==> config.mk <==
export PLATFORM = sky130hd
export DESIGN_NAME = arisc_core
export DESIGN_NICKNAME = d
export VERILOG_FILES = /design/src/rtl/arisc_pkg.sv /design/src/rtl/arisc_alu.sv /design/src/rtl/arisc_core.sv
export SDC_FILE = /design/constraint.sdc
export NUM_CORES = 1
export LEC_CHECK = 0
export CORE_ASPECT_RATIO = 1.1
export CORE_MARGIN = 2
export CORE_UTILIZATION = 45
export CTS_CLUSTER_SIZE = 8
export DETAILED_ROUTE_END_ITERATION = 8
export SLEW_MARGIN = 0
export SYNTH_ARGS = -nofsm -noshare
export SYNTH_HDL_FRONTEND = slang
export SYNTH_SLANG_ARGS = --single-unit
==> constraint.sdc <==
create_clock -name clk -period 7.79 [get_ports clk]
set_input_delay 0.779 -clock clk [delete_from_list [all_inputs] [get_ports clk]]
set_output_delay 0.779 -clock clk [all_outputs]
set_load 0.05 [all_outputs]
==> src/rtl/arisc_pkg.sv <==
// Shared types for the A-RISC second-generation core: opcodes, register map, FSM states, instruction layout.
package arisc_pkg;

   typedef enum logic [3:0] {
      OP_END = 4'd0,
      OP_ADD = 4'd1,
      OP_SUB = 4'd2,
      OP_MUL = 4'd3,
      OP_DV2 = 4'd4,
      OP_LDM = 4'd5,
      OP_STM = 4'd6,
      OP_MVR = 4'd7,
      OP_MVI = 4'd8,
      OP_BNE = 4'd9,
      OP_BLT = 4'd10
   } opcode_e;

   localparam logic [3:0] REG_ZERO = 4'd0;
   localparam logic [3:0] REG_ONE  = 4'd1;
   localparam logic [3:0] REG_DIN  = 4'd2;
   localparam logic [3:0] REG_IM   = 4'd3;
   localparam logic [3:0] REG_ADR  = 4'd4;
   localparam logic [3:0] REG_JAD  = 4'd5;
   localparam logic [3:0] REG_GPR0 = 4'd6;

   typedef enum logic [1:0] {
      ST_IDLE,
      ST_FETCH,
      ST_EXEC,
      ST_MEM
   } state_e;

   typedef struct packed {
      logic [3:0] rb;
      logic [3:0] ra;
      logic [3:0] rd;
      logic [3:0] opcode;
   } instr_t;

endpackage

==> src/rtl/arisc_alu.sv <==
// Combinational A-RISC arithmetic unit (ADD/SUB/DV2, MUL only when ARISC_MUL_EN is defined).
// ok_o low means the opcode is not executable by this build of the ALU.
module arisc_alu
   import arisc_pkg::*;
#(
   parameter int unsigned W_DATA = 8
) (
   input  logic [3:0]        op_i,
   input  logic [W_DATA-1:0] a_i,
   input  logic [W_DATA-1:0] b_i,
   output logic [W_DATA-1:0] res_o,
   output logic              ok_o
);

   always_comb begin
      res_o = '0;
      ok_o  = 1'b1;
      case (op_i)
         OP_ADD: res_o = a_i + b_i;
         OP_SUB: res_o = a_i - b_i;
         // bias negatives by one before the arithmetic shift so the quotient rounds toward zero
         OP_DV2: res_o = W_DATA'($signed(a_i + W_DATA'(a_i[W_DATA-1])) >>> 1);
`ifdef ARISC_MUL_EN
         OP_MUL: res_o = a_i * b_i;
`endif
         default: ok_o = 1'b0;
      endcase
   end

endmodule

==> src/rtl/arisc_core.sv <==
// A-RISC second-generation core: IDLE/FETCH/EXEC/MEM sequencer, register file and data-memory handshake.
// Optional multiplier enabled by defining ARISC_MUL_EN (otherwise MUL is an illegal opcode).
module arisc_core
   import arisc_pkg::*;
#(
   parameter int unsigned W_DATA  = 8,
   parameter int unsigned W_ADDR  = 8,
   parameter int unsigned NUM_GPR = 8
) (
   input  logic              clk,
   input  logic              rst,
   input  logic              start,
   output logic              idle,
   output logic              illegal,
   output logic [W_ADDR-1:0] iram_addr,
   input  logic [15:0]       iram_dout,
   output logic              dram_req,
   output logic              dram_we,
   output logic [W_ADDR-1:0] dram_addr,
   output logic [W_DATA-1:0] dram_din,
   input  logic [W_DATA-1:0] dram_dout,
   input  logic              dram_ack
);

   state_e            state_q, state_d;
   logic [W_ADDR-1:0] pc_q, pc_d;
   logic [W_DATA-1:0] gpr_q [NUM_GPR];
   logic [W_DATA-1:0] gpr_d [NUM_GPR];
   logic [W_DATA-1:0] adr_q, adr_d, jad_q, jad_d, din_q, din_d;
   logic              illegal_q, illegal_d, req_q, req_d, we_q, we_d;
   logic [W_ADDR-1:0] maddr_q, maddr_d;
   logic [W_DATA-1:0] mdin_q, mdin_d;

   instr_t            ins;
   logic [W_DATA-1:0] im, ra_val, rb_val, alu_res, wr_data;
   logic              alu_ok, wr_en;
   logic [W_DATA-1:0] rf_view [16];

   assign ins = instr_t'(iram_dout);
   assign im  = W_DATA'($signed({ins.ra, ins.rb}));

   // full 16-entry read view; unimplemented addresses read as zero
   always_comb begin
      for (int unsigned k = 0; k < 16; k++) rf_view[k] = '0;
      rf_view[REG_ONE] = W_DATA'(1);
      rf_view[REG_DIN] = din_q;
      rf_view[REG_IM]  = im;
      rf_view[REG_ADR] = adr_q;
      rf_view[REG_JAD] = jad_q;
      for (int unsigned g = 0; g < NUM_GPR; g++) rf_view[32'(REG_GPR0) + g] = gpr_q[g];
   end

   assign ra_val = rf_view[ins.ra];
   assign rb_val = rf_view[ins.rb];

   arisc_alu #(.W_DATA(W_DATA)) u_alu (
      .op_i  (ins.opcode),
      .a_i   (ra_val),
      .b_i   (rb_val),
      .res_o (alu_res),
      .ok_o  (alu_ok)
   );

   always_comb begin
      state_d   = state_q;
      pc_d      = pc_q;
      gpr_d     = gpr_q;
      adr_d     = adr_q;
      jad_d     = jad_q;
      din_d     = din_q;
      illegal_d = illegal_q;
      req_d     = req_q;
      we_d      = we_q;
      maddr_d   = maddr_q;
      mdin_d    = mdin_q;
      wr_en     = 1'b0;
      wr_data   = '0;

      case (state_q)
         ST_IDLE: begin
            if (start) begin
               state_d   = ST_FETCH;
               pc_d      = '0;
               illegal_d = 1'b0;
            end
         end
         ST_FETCH: state_d = ST_EXEC;
         ST_EXEC: begin
            state_d = ST_FETCH;
            pc_d    = pc_q + W_ADDR'(1);
            case (ins.opcode)
               OP_END: begin
                  state_d = ST_IDLE;
                  pc_d    = '0;
               end
               OP_ADD, OP_SUB, OP_MUL, OP_DV2: begin
                  if (alu_ok) begin
                     wr_en   = 1'b1;
                     wr_data = alu_res;
                  end else begin
                     illegal_d = 1'b1;
                  end
               end
               OP_MVR: begin
                  wr_en   = 1'b1;
                  wr_data = ra_val;
               end
               OP_MVI: begin
                  wr_en   = 1'b1;
                  wr_data = im;
               end
               OP_BNE: if (ra_val != rb_val) pc_d = jad_q[W_ADDR-1:0];
               OP_BLT: if ($signed(ra_val) < $signed(rb_val)) pc_d = jad_q[W_ADDR-1:0];
               // pc is held so the instruction word stays valid throughout MEM
               OP_LDM, OP_STM: begin
                  state_d = ST_MEM;
                  pc_d    = pc_q;
                  req_d   = 1'b1;
                  we_d    = (ins.opcode == OP_STM);
                  maddr_d = adr_q[W_ADDR-1:0];
                  mdin_d  = ra_val;
               end
               default: illegal_d = 1'b1;
            endcase
         end
         ST_MEM: begin
            if (dram_ack) begin
               state_d = ST_FETCH;
               pc_d    = pc_q + W_ADDR'(1);
               req_d   = 1'b0;
               we_d    = 1'b0;
               if (!we_q) din_d = dram_dout;
            end
         end
         default: state_d = ST_IDLE;
      endcase

      if (wr_en) begin
         if (ins.rd == REG_ADR) adr_d = wr_data;
         if (ins.rd == REG_JAD) jad_d = wr_data;
         for (int unsigned g = 0; g < NUM_GPR; g++) begin
            if (ins.rd == 4'(32'(REG_GPR0) + g)) gpr_d[g] = wr_data;
         end
      end
   end

   always_ff @(posedge clk) begin
      if (rst) begin
         state_q   <= ST_IDLE;
         pc_q      <= '0;
         for (int unsigned g = 0; g < NUM_GPR; g++) gpr_q[g] <= '0;
         adr_q     <= '0;
         jad_q     <= '0;
         din_q     <= '0;
         illegal_q <= 1'b0;
         req_q     <= 1'b0;
         we_q      <= 1'b0;
         maddr_q   <= '0;
         mdin_q    <= '0;
      end else begin
         state_q   <= state_d;
         pc_q      <= pc_d;
         gpr_q     <= gpr_d;
         adr_q     <= adr_d;
         jad_q     <= jad_d;
         din_q     <= din_d;
         illegal_q <= illegal_d;
         req_q     <= req_d;
         we_q      <= we_d;
         maddr_q   <= maddr_d;
         mdin_q    <= mdin_d;
      end
   end

   assign idle      = (state_q == ST_IDLE);
   assign illegal   = illegal_q;
   assign iram_addr = pc_q;
   assign dram_req  = req_q;
   assign dram_we   = we_q;
   assign dram_addr = maddr_q;
   assign dram_din  = mdin_q;

endmodule

==> results by group <==
Status
  – Status: complete, no violations

Global route
  – Vias in the first global route: 6658
  – Largest net degree at the start of global routing: 72
  – First-pass GRT wire length: between 30 and 40 mm
  – GRT Total Usage: around 28%
  – Antenna violations before repair: 0
  – Grt total ovfl: 0

Placement
  – Pre-CTS setup slack: 1.76 ns
  – Final Wtd Congestion: 0.951
  – Count of input and output buffers: 55
  – Inst Count DP: 1101
  – Dpl hpwl: 18.2 mm
  – Cell Area, Placed: 8040 µm²

Pwr
  – Sequential share of power: a little under two fifths
  – Switching portion of total power: 27.6%
  – Power per cell area: 185 nW/µm²
  – P_sw: 0.439 mW
  – Leak: between 3 and 4 nW
  – Maximum VDD drop: 0.142 mV
  – Cell internal pwr: 1.15 mW
  – Final Power: 1.59 mW
  – Clock power frac: ~48%
  – Combinational Power Share: between 10% and 20%

STA
  – WHS: ~0.45 ns
  – Part of the cycle the worst path needs: 74.9%
  – Final setup fails: 0
  – Worst setup margin: 1.96 ns
  – Final Skew: 0.0103 ns
  – Final number of hold-violating endpoints: 0
  – Max_slew headroom: 16.6%
  – Setup TNS: 0 ns
  – Unrepaired setup endpoints after global routing: no
  – Actual slew at the worst max-slew pin: 1.24 ns
  – Minimum clock period: 5.83 ns
  – Slew Limit Fails: 0
  – Maximum clock frequency: approximately 170 MHz

Worst setup path
  – CP required: ~8 ns
  – Flop-to-flop setup slack: 3.21 ns
  – CP arrival: 6.07 ns
  – WS Path Type: input port to flip-flop
  – Startpoint Class: input port
  – Worst-path fanout max: 24
  – CP Capture Type: flip-flop

Logic synthesis
  – Sequential-to-total area share from yosys stat: 31.4%
  – Synth Area in XOR/XNOR: less than 1%
  – Top_reg_cell synth: dfxtp_1
  – Post-Synth Simple-Gate Area: between 10% and 20%
  – Main combinational cell family by area after synthesis: compound AO/OA/AOI/OAI gates
  – Compound-Gate Fraction of Synth Area: a little under a quarter
  – Ys async rst share: 0%
  – Warnings, synthesis: 0
  – Synth area leader: dfxtp_1
  – Mapped Cells: 892
  – Top-count cell post-synth: dfxtp_1
  – Post-Synth Adder-Cell Area: 4.22%
  – Synth area leaders: dfxtp_1, mux2i_1, nand2_1, a21oi_1, mux4_2
  – Syn_area_per_cell: around 8.4 µm²
  – Post-Syn Area: 7460 µm²
  – Synth cell count leaders: dfxtp_1, nand2_1, nor2_1
  – Number of synthesized flops with an enable pin: 0
  – Synth cell types: 76
  – Seq cells post-synth: between 100 and 150
  – Top cell type's share of synthesized area: 31.4%
  – Mux share of post-synthesis cell area: 14.7%
  – Syn Nets: 944

Routing
  – Routed len/inst: 21.9 µm
  – Number of DRC markers in iteration 0: 703
  – Drt pass-1 iters: 6
  – Vias per inst: 6.21
  – Routed wire length: 24.8 mm
  – Remaining antenna violation count: 0
  – DR DRC count: 0
  – Via count: 7034

Floorplanning
  – Die H: 139 µm
  – Die width: 127 µm
  – Die footprint: 17600 µm²
  – Initial Utilization: 45.8%
  – Num ports: 56
  – Core Box Area: approximately 16000 µm²
  – FP Rows: 49

Clock tree
  – Max clock buf depth: 2
  – Clock-pin slew on the worst setup and hold paths: approximately 0.060 ns
  – Cts repair resizes: 0
  – CTS root buf: clkbuf_16
  – H-tree Lvls: 4
  – Hold Buf Count CTS: 0
  – TritonCTS clock tree: built
  – Setup bufs post-CTS: 0
  – Inserted Clock Buffers: 17
  – Clk sink count: 117
  – Later-pin clock latency in the skew report: between 0.4 and 0.5 ns

Hold path
  – Type of the worst min-delay path: flip-flop to flip-flop

Flow run
  – Maxcap violations: 0

Finish
  – Final std cells w/o fill: 1132
  – Register area: 2340 µm²
  – Final nets: between 900 and 1000
  – Multi-input logic area: between 4000 and 5000 µm²
  – Antenna diodes: 0
  – Final instance area: around 8600 µm²
  – Syn-to-layout area delta: 15.4%
  – Filler cells: 1553
  – Post-layout util: 52.8%
  – Layout cells sized above 1: 11.0%
[cell type report]
type	instances	share of cell area, %
flip-flops and latches	117	27.2
multi-input cells	661	53.6
well taps	204	2.96
inverters	53	2.31
clock inverters	9	1.09
clock buffers	22	5.62
repair buffers	66	7.26
[worst max-delay path, stage by stage]
cell	delay, ns
clkdlybuf4s50_1	0.97
and2b_1	0.53
a222oi_1	0.61
mux2_2	0.37
inv_1	0.12
ha_1	0.41
a21o_1	0.20
a21oi_1	0.12
o21ai_0	0.17
o31ai_1	0.33
xnor2_1	0.18
o221ai_1	0.16
a211oi_2	0.87
o32ai_1	0.22
[flip-flops by register name (all words and copies together) (netlist names)]
register	count
dram_addr	8
dram_din	8
din_q	8
iram_addr	8
state_q	2
dram_we	1
adr_q	8
gpr_q	64
illegal	1
dram_req	1
jad_q	8
[cell usage in the layout, fill, tap and decap left out, types with 4 or more instances in the layout]
master | netlist | routed
nand2b_1 | 15 | 15
dfxtp_1 | 117 | 117
a21o_1 | 8 | 8
clkdlybuf4s50_1 | 0 | 53
nand3_1 | 21 | 21
o32ai_1 | 23 | 23
a21oi_2 | 4 | 4
nor2_1 | 89 | 89
mux4_2 | 15 | 15
a222oi_1 | 4 | 4
nand4_1 | 5 | 5
ha_1 | 22 | 22
xnor2_1 | 6 | 6
a22oi_1 | 6 | 6
mux2i_1 | 53 | 53
nand3b_1 | 5 | 5
o21a_1 | 6 | 6
clkbuf_16 | 0 | 17
o211ai_1 | 6 | 6
nor3_1 | 11 | 11
o21bai_1 | 4 | 4
o22ai_1 | 5 | 5
and3_1 | 5 | 5
a221oi_1 | 7 | 7
nand2_1 | 99 | 99
inv_1 | 52 | 52
nor2b_1 | 13 | 13
a211oi_1 | 18 | 18
o221ai_1 | 6 | 6
mux2_2 | 17 | 17
a21oi_1 | 69 | 69
o21ai_1 | 5 | 5
o21ai_0 | 52 | 52
buf_4 | 2 | 12
a221o_1 | 6 | 6
clkbuf_8 | 0 | 4
[metal layers]
layer | wire [µm] | global-route usage, %
met1 | 10900 | 37.2
met2 | 11700 | 45.9
met3 | 1520 | 4.71
met4 | 730 | 11.0
met5 | 0 | 0
[path summary, 6_finish.rpt]
| kind | startpoint | endpoint | depth (start not counted) |
|---|---|---|---|
| setup / recovery | iram_dout[10] | gpr_q[39] | 14 |
| hold / removal | dram_addr[0] | dram_addr[0] | 2 |
| setup reg to reg | gpr_q[3] | gpr_q[39] | 13 |
| hold reg to reg | dram_addr[0] | dram_addr[0] | 2 |
[power groups by stage]
stage / clock (mW) / combinational (mW) / sequential [mW]
2_1_floorplan: 0 / 0.149 / 0.620
3_3_place_gp: 0 / 0.215 / 0.617
3_5_place_dp: 0 / 0.215 / 0.618
4_1_cts: 0.773 / 0.216 / 0.605
5_1_grt: 0.797 / 0.236 / 0.605
6_report: 0.767 / 0.219 / 0.605
[cell families (layout without fill, tap and decap cells)]
logic type / after synthesis / after routing
buffers and inverters: 114 / 150
AO/OA/AOI/OAI: 252 / 252
AND/OR/NAND/NOR: 289 / 289
flip-flops: 117 / 117
adder cells (fa/ha/maj): 24 / 24
XOR/XNOR: 8 / 8
multiplexers: 88 / 88
(Power assumes the default switching activity.)
